<file path="src/rtl/dmem_arb_pkg.sv">
// rtl/dmem_arb_pkg.sv - shared types and defaults for the data-memory arbiter
package dmem_arb_pkg;

    localparam int DEF_ADDR_W = 8;

    typedef enum logic [1:0] {
        ST_IDLE   = 2'd0,
        ST_ACCESS = 2'd1,
        ST_RESP   = 2'd2
    } state_t;

    typedef enum logic {
        MID_M0 = 1'b0,
        MID_M1 = 1'b1
    } mid_t;

endpackage

</file>
<file path="src/rtl/rr_arb2.sv">
// rtl/rr_arb2.sv - two-way round-robin pick, pointer advances on each grant
module rr_arb2
    import dmem_arb_pkg::*;
(
    input  logic       clk,
    input  logic       rstn,
    input  logic [1:0] i_req,
    input  logic       i_grant_en,
    output logic [1:0] o_gnt
);

    // 0: m0 wins a tie, 1: m1 wins a tie
    logic r_prio_m1;

    assign o_gnt[0] = i_req[0] & (~i_req[1] | ~r_prio_m1);
    assign o_gnt[1] = i_req[1] & (~i_req[0] |  r_prio_m1);

    always_ff @(posedge clk or negedge rstn) begin
        if (!rstn) begin
            r_prio_m1 <= 1'b0;
        end else if (i_grant_en && (o_gnt != 2'b00)) begin
            r_prio_m1 <= o_gnt[0];
        end
    end

endmodule

</file>
<file path="src/rtl/dmem_arbiter.sv">
// rtl/dmem_arbiter.sv - CPU / debug-DMA arbiter for a shared data memory
module dmem_arbiter
    import dmem_arb_pkg::*;
#(
    parameter int ADDR_W = DEF_ADDR_W
) (
    input  logic        clk,
    input  logic        rstn,
    input  logic        m0_req,
    input  logic        m0_we,
    input  logic        m0_sbyte,
    input  logic [31:0] m0_addr,
    input  logic [31:0] m0_wdata,
    output logic        m0_ack,
    output logic        m0_err,
    output logic [31:0] m0_rdata,
    input  logic        m1_req,
    input  logic        m1_we,
    input  logic        m1_sbyte,
    input  logic [31:0] m1_addr,
    input  logic [31:0] m1_wdata,
    output logic        m1_ack,
    output logic        m1_err,
    output logic [31:0] m1_rdata,
    output logic        mem_we,
    output logic        mem_sbyte,
    output logic [31:0] mem_addr,
    output logic [31:0] mem_wdata,
    input  logic [31:0] mem_rdata
);

    // Highest word-aligned address whose four bytes still fit in memory
    localparam logic [ADDR_W-1:0] LO_MAX = {{(ADDR_W-2){1'b1}}, 2'b00};

    function automatic logic addr_err(input logic [31:0] addr, input logic sbyte);
        logic hi_bad;
        logic word_bad;
        hi_bad   = |(addr >> ADDR_W);
        word_bad = !sbyte && ((addr[1:0] != 2'b00) || (addr[ADDR_W-1:0] > LO_MAX));
        return hi_bad | word_bad;
    endfunction

    state_t      r_state;
    mid_t        r_mid;
    logic        r_we;
    logic        r_sbyte;
    logic        r_err;
    logic [31:0] r_addr;
    logic [31:0] r_wdata;
    logic        r_m0_ack;
    logic        r_m0_err;
    logic [31:0] r_m0_rdata;
    logic        r_m1_ack;
    logic        r_m1_err;
    logic [31:0] r_m1_rdata;

    logic [1:0]  w_gnt;
    logic        w_grant_en;
    logic        w_in_access;
    logic        w_sel_we;
    logic        w_sel_sbyte;
    logic [31:0] w_sel_addr;
    logic [31:0] w_sel_wdata;
    logic [31:0] w_resp_data;

    assign w_grant_en = (r_state == ST_IDLE);

    rr_arb2 u_rr_arb2 (
        .clk        (clk),
        .rstn       (rstn),
        .i_req      ({m1_req, m0_req}),
        .i_grant_en (w_grant_en),
        .o_gnt      (w_gnt)
    );

    assign w_sel_we    = w_gnt[1] ? m1_we    : m0_we;
    assign w_sel_sbyte = w_gnt[1] ? m1_sbyte : m0_sbyte;
    assign w_sel_addr  = w_gnt[1] ? m1_addr  : m0_addr;
    assign w_sel_wdata = w_gnt[1] ? m1_wdata : m0_wdata;

    // Writes and rejected accesses return zero data
    assign w_resp_data = (!r_we && !r_err) ? mem_rdata : 32'd0;

    always_ff @(posedge clk or negedge rstn) begin
        if (!rstn) begin
            r_state    <= ST_IDLE;
            r_mid      <= MID_M0;
            r_we       <= 1'b0;
            r_sbyte    <= 1'b0;
            r_err      <= 1'b0;
            r_addr     <= 32'd0;
            r_wdata    <= 32'd0;
            r_m0_ack   <= 1'b0;
            r_m0_err   <= 1'b0;
            r_m0_rdata <= 32'd0;
            r_m1_ack   <= 1'b0;
            r_m1_err   <= 1'b0;
            r_m1_rdata <= 32'd0;
        end else begin
            case (r_state)
                ST_IDLE: begin
                    if (w_gnt != 2'b00) begin
                        r_mid   <= w_gnt[1] ? MID_M1 : MID_M0;
                        r_we    <= w_sel_we;
                        r_sbyte <= w_sel_sbyte;
                        r_addr  <= w_sel_addr;
                        r_wdata <= w_sel_wdata;
                        r_err   <= addr_err(w_sel_addr, w_sel_sbyte);
                        r_state <= ST_ACCESS;
                    end
                end
                ST_ACCESS: begin
                    if (r_mid == MID_M1) begin
                        r_m1_ack   <= 1'b1;
                        r_m1_err   <= r_err;
                        r_m1_rdata <= w_resp_data;
                    end else begin
                        r_m0_ack   <= 1'b1;
                        r_m0_err   <= r_err;
                        r_m0_rdata <= w_resp_data;
                    end
                    r_state <= ST_RESP;
                end
                ST_RESP: begin
                    r_m0_ack   <= 1'b0;
                    r_m0_err   <= 1'b0;
                    r_m0_rdata <= 32'd0;
                    r_m1_ack   <= 1'b0;
                    r_m1_err   <= 1'b0;
                    r_m1_rdata <= 32'd0;
                    r_state    <= ST_IDLE;
                end
                default: begin
                    r_state <= ST_IDLE;
                end
            endcase
        end
    end

    assign w_in_access = (r_state == ST_ACCESS);

    assign mem_we    = w_in_access & r_we & ~r_err;
    assign mem_sbyte = w_in_access & r_sbyte;
    assign mem_addr  = w_in_access ? r_addr  : 32'd0;
    assign mem_wdata = w_in_access ? r_wdata : 32'd0;

    assign m0_ack   = r_m0_ack;
    assign m0_err   = r_m0_err;
    assign m0_rdata = r_m0_rdata;
    assign m1_ack   = r_m1_ack;
    assign m1_err   = r_m1_err;
    assign m1_rdata = r_m1_rdata;

endmodule

</file>
<file path="config.mk">
export PLATFORM = sky130hd
export DESIGN_NAME = dmem_arbiter
export DESIGN_NICKNAME = d
export VERILOG_FILES = /design/src/rtl/dmem_arb_pkg.sv /design/src/rtl/rr_arb2.sv /design/src/rtl/dmem_arbiter.sv
export SDC_FILE = /design/constraint.sdc
export NUM_CORES = 1
export LEC_CHECK = 0
export ABC_AREA = 1
export CAP_MARGIN = 30
export CORE_UTILIZATION = 26
export CTS_CLUSTER_DIAMETER = 100
export DETAILED_ROUTE_END_ITERATION = 8
export PLACE_DENSITY = 0.59
export SYNTH_ARGS = -nofsm -noshare
export SYNTH_HDL_FRONTEND = slang
export SYNTH_SLANG_ARGS = --single-unit
</file>
<file path="constraint.sdc">
create_clock -name clk -period 1.8 [get_ports clk]
set_input_delay 0.18 -clock clk [delete_from_list [all_inputs] [get_ports clk]]
set_output_delay 0.18 -clock clk [all_outputs]
set_load 0.1 [all_outputs]
</file>
==> results list <==
- Number of warning messages in the yosys log: 0
- Share of the clock period used by the worst path: 99.6%
- Starting Density: 26.6%
- Critical Path RT: 1.62 ns
- The number of clock buffers added by TritonCTS is 17.
- Seq/Total Area, Yosys: 51.6%
- For this run, global-route usage on met1 was measured as 21.2%.
- Share of layout cells above drive strength 1: 24.7%
- Total routing resource utilization after global routing: 17.0%
* Initial DRC count: 393
- Derived from the worst setup path, the maximum achievable clock frequency is 558 MHz.
* Detail Route Antenna Nets: 0
- The repair_antennas step left the layout with diodes totalling 0.
- Top post-synthesis cells by area: dfrtp_1 (52%), nand2_1 (12%), nor2_1 (6.5%), o21ai_0 (6.3%), inv_1 (6.0%)
- After clock tree synthesis, the clock-pin slew on the worst setup and hold paths is 0.07 ns.
- Met3 Usage GRT: 5.31%
- The flow ran to the end, and the final reports show no timing, DRC or antenna violations.
* Routed wirelength normalized by instance count: 14.5 um
- The tool flagged a number of max-cap violations equal to 0.
- Width of the die: 163 um
- Sequential cells burn 20.5% of the power.
* Number of ports placed on the die boundary: 302
* Overall routed net length: 22.2 mm
* Fin area: 12000 sq um
* Clock Latency Late Sink: 0.42 ns
- Between clock sinks in the finished design, the worst skew comes to 0.0133 ns.
- Counting I/O delays and the setup requirement, the final critical path takes 1.79 ns.
* Placer's final routability congestion estimate: 0.789
- In this run the worst path has a maximum fanout of 17.
* GR met2 Demand/Resource: 27.9%
- Summed over all instances, the cell type with the most area after synthesis is dfrtp_1.
* Placed wire-length estimate after detailed placement: 16.2 mm
- Number of buffers on the longest clock path: 2
- Fillers: 2419
- TritonCTS clock tree: yes
- The number of antenna violations at the first check in global routing is 0.
- After the last flow step, the layout net total stands at 1351.
- Avg Synthesized Cell Area: 7.68 sq um
* Flip-flop and latch count after synthesis: 139
- P_sw: 0.0110 W
- Largest net degree at the start of global routing: 69
* Hold Crit Class: input pin to async pin
* Worst setup path class: flip-flop to primary output
* Power density relative to cell area: 1800 nW/um^2
* Number of distinct library cell variants in the gate-level netlist after synthesis: 21
- The global routing stage identified its most utilized layer as met2.
* Top library cells by usage in the layout, fill and taps aside: nand2_1 (217), clkdlybuf4s50_1 (166), dfrtp_1 (139), inv_1 (107), buf_4 (98)
* Total die area: 26600 sq um
- Dividing the detail-routed via count by the number of cells gives 4.41.
- For the final routed database, the setup TNS stands at 0 ns.
- Wire length of the first global-routing pass: 35.2 mm
* Clock network power share: 16.2%
- Via count of the first global-routing pass: 6542
* Hold violation count in the final report: 0
* Internal power: 0.0105 W
* Pins Over Slew Limit: 0
- Peak VDD IR: 0.00101 V
- Synth Instances: 878
- For this run, design rule violations remaining after detail routing come to 0.
* Synth Net Count: 1046
* PortBufs: 301
- Summed instance area of the synthesized netlist: 6750 sq um
* Multi-input gate area in the final layout: 3040 sq um
- Switching power share of the total: 51.2%
- Die Y-Extent: 163 um
- Post-layout util: 47.3%
* CTS H-tree depth: 4
* Leakage component of the power: 5.56 nW
- CTS placed an instance of clkbuf_16 at the clock tree root.
- Grt ovf: 0
- At the pin with the least slew margin, the transition time is 0.617 ns.
- Storage element area: 3480 sq um
- STA classifies the critical path endpoint as a primary output.
* Clock sink total: 139
- Share of the synthesized area in the top cell type: 51.6%
- For the worst setup path, the data arrival time is 1.61 ns.
- Most common cell after layout, fill and taps aside: nand2_1
- From synthesis to final layout, the design area changed by 77.5%.
* Share of power burned in combinational logic: 63.3%
- In this run the cell area measured after placement is 11100 sq um.
- The final route contains 6733 vias.
- Final Setup Violations: 0
- The floorplan has 58 rows.
- Worst-case headroom to the max-slew limit: 58.9%
* Overall power consumption: 0.0215 W
- Startpoint class of the critical path: flip-flop
- Across all hold checks on the routed design, the worst slack comes to 0.157 ns.
* First drt pass iteration count: 5
- The floorplan step defined a core boundary enclosing 25300 sq um.
* RSZ-0062 raised after global routing: yes
final timing paths:
| check | from | end | slack [ns] | cells after the start |
|---|---|---|---|---|
| worst max-delay path | r_state[1] | mem_addr[31] | 0.007 | 5 |
| worst min-delay path | rstn | m1_rdata[15] | 0.16 | 2 |
| worst max register to register | r_state[1] | r_wdata[30] | 0.19 | 8 |
| worst min register to register | r_addr[22] | r_addr[22] | 0.48 | 2 |
| max in group asynchronous | rstn | m0_rdata[0] | 1.04 | 3 |
| min in group clk | m1_wdata[0] | r_wdata[0] | 0.32 | 3 |
logic make-up after synthesis:
| logic type | synth area share (%) |
|---|---|
| compound gates | 11.1 |
| flops | 51.6 |
| simple gates | 26.3 |
| buf+inv | 11.0 |
synth_stat cells:
cell type / count
o21ai_0: 85
o21ai_1: 8
a31oi_1: 39
a21oi_1: 2
o31ai_1: 2
nand2_2: 2
inv_1: 108
nand2_1: 219
inv_2: 4
nand2_4: 5
buf_1: 4
buf_2: 28
dfrtp_1: 139
o21ai_4: 1
clkbuf_1: 17
nor2_1: 117
buf_4: 6
buf_6: 5
nor2_2: 3
nand3_1: 81
nand3b_1: 3
sequential cells by signal, indices dropped and copies added, names as in the netlist, 2 cells and up:
signal and flops:
m1_rdata 32, m0_rdata 32, r_addr 32, r_state 2, r_wdata 32
stage by stage:
step / setup slack [ns] / cells
6_report: 0.00670 / 1526
5_1_grt: -0.0674 / 1526
4_1_cts: -0.00833 / 1525
3_5_place_dp: -0.0890 / 1487
3_3_place_gp: -0.0835 / 1487
2_1_floorplan: -0.449 / 878
worst max-delay path, cell delays in order, from the launching register on:
cell     delay (ns)
dfrtp_1        0.41
nor2_4         0.18
inv_6          0.10
buf_16         0.20
nor2_4         0.13
buf_12         0.18
routing by layer:
layer	vias to the layer above	share of wire, %
li1	3380	-
met3	19	8.1
met5	-	0
met2	237	48
met1	3097	43
met4	0	1.6
power groups by stage:
stage / logic [W] / clock network, W / registers (W)
finish: 0.0136 / 0.00348 / 0.00441
global route: 0.0144 / 0.00374 / 0.00452
CTS: 0.0138 / 0.00359 / 0.00441
detailed placement: 0.0129 / 0 / 0.00446
global placement: 0.0128 / 0 / 0.00444
floorplan: 0.00814 / 0 / 0.00467
repair_timing:
item	4_1_cts	5_1_grt
hold buffers	1	0
resized for setup	63	1
gates cloned	2	0
endpoints found under the hold margin	139	0
buffers inserted	3	1
setup endpoints to repair	66	66
pin swaps	1	1
cell type report:
class | count | area share [%]
clock inverter | 15 | 1.25
tap | 330 | 3.45
sequential | 139 | 29.0
inverter | 112 | 3.55
multi-input combinational | 567 | 25.4
clock buffer | 17 | 3.55
timing repair buffer | 346 | 33.8
No activity file was read; power rests on OpenSTA's default activity.
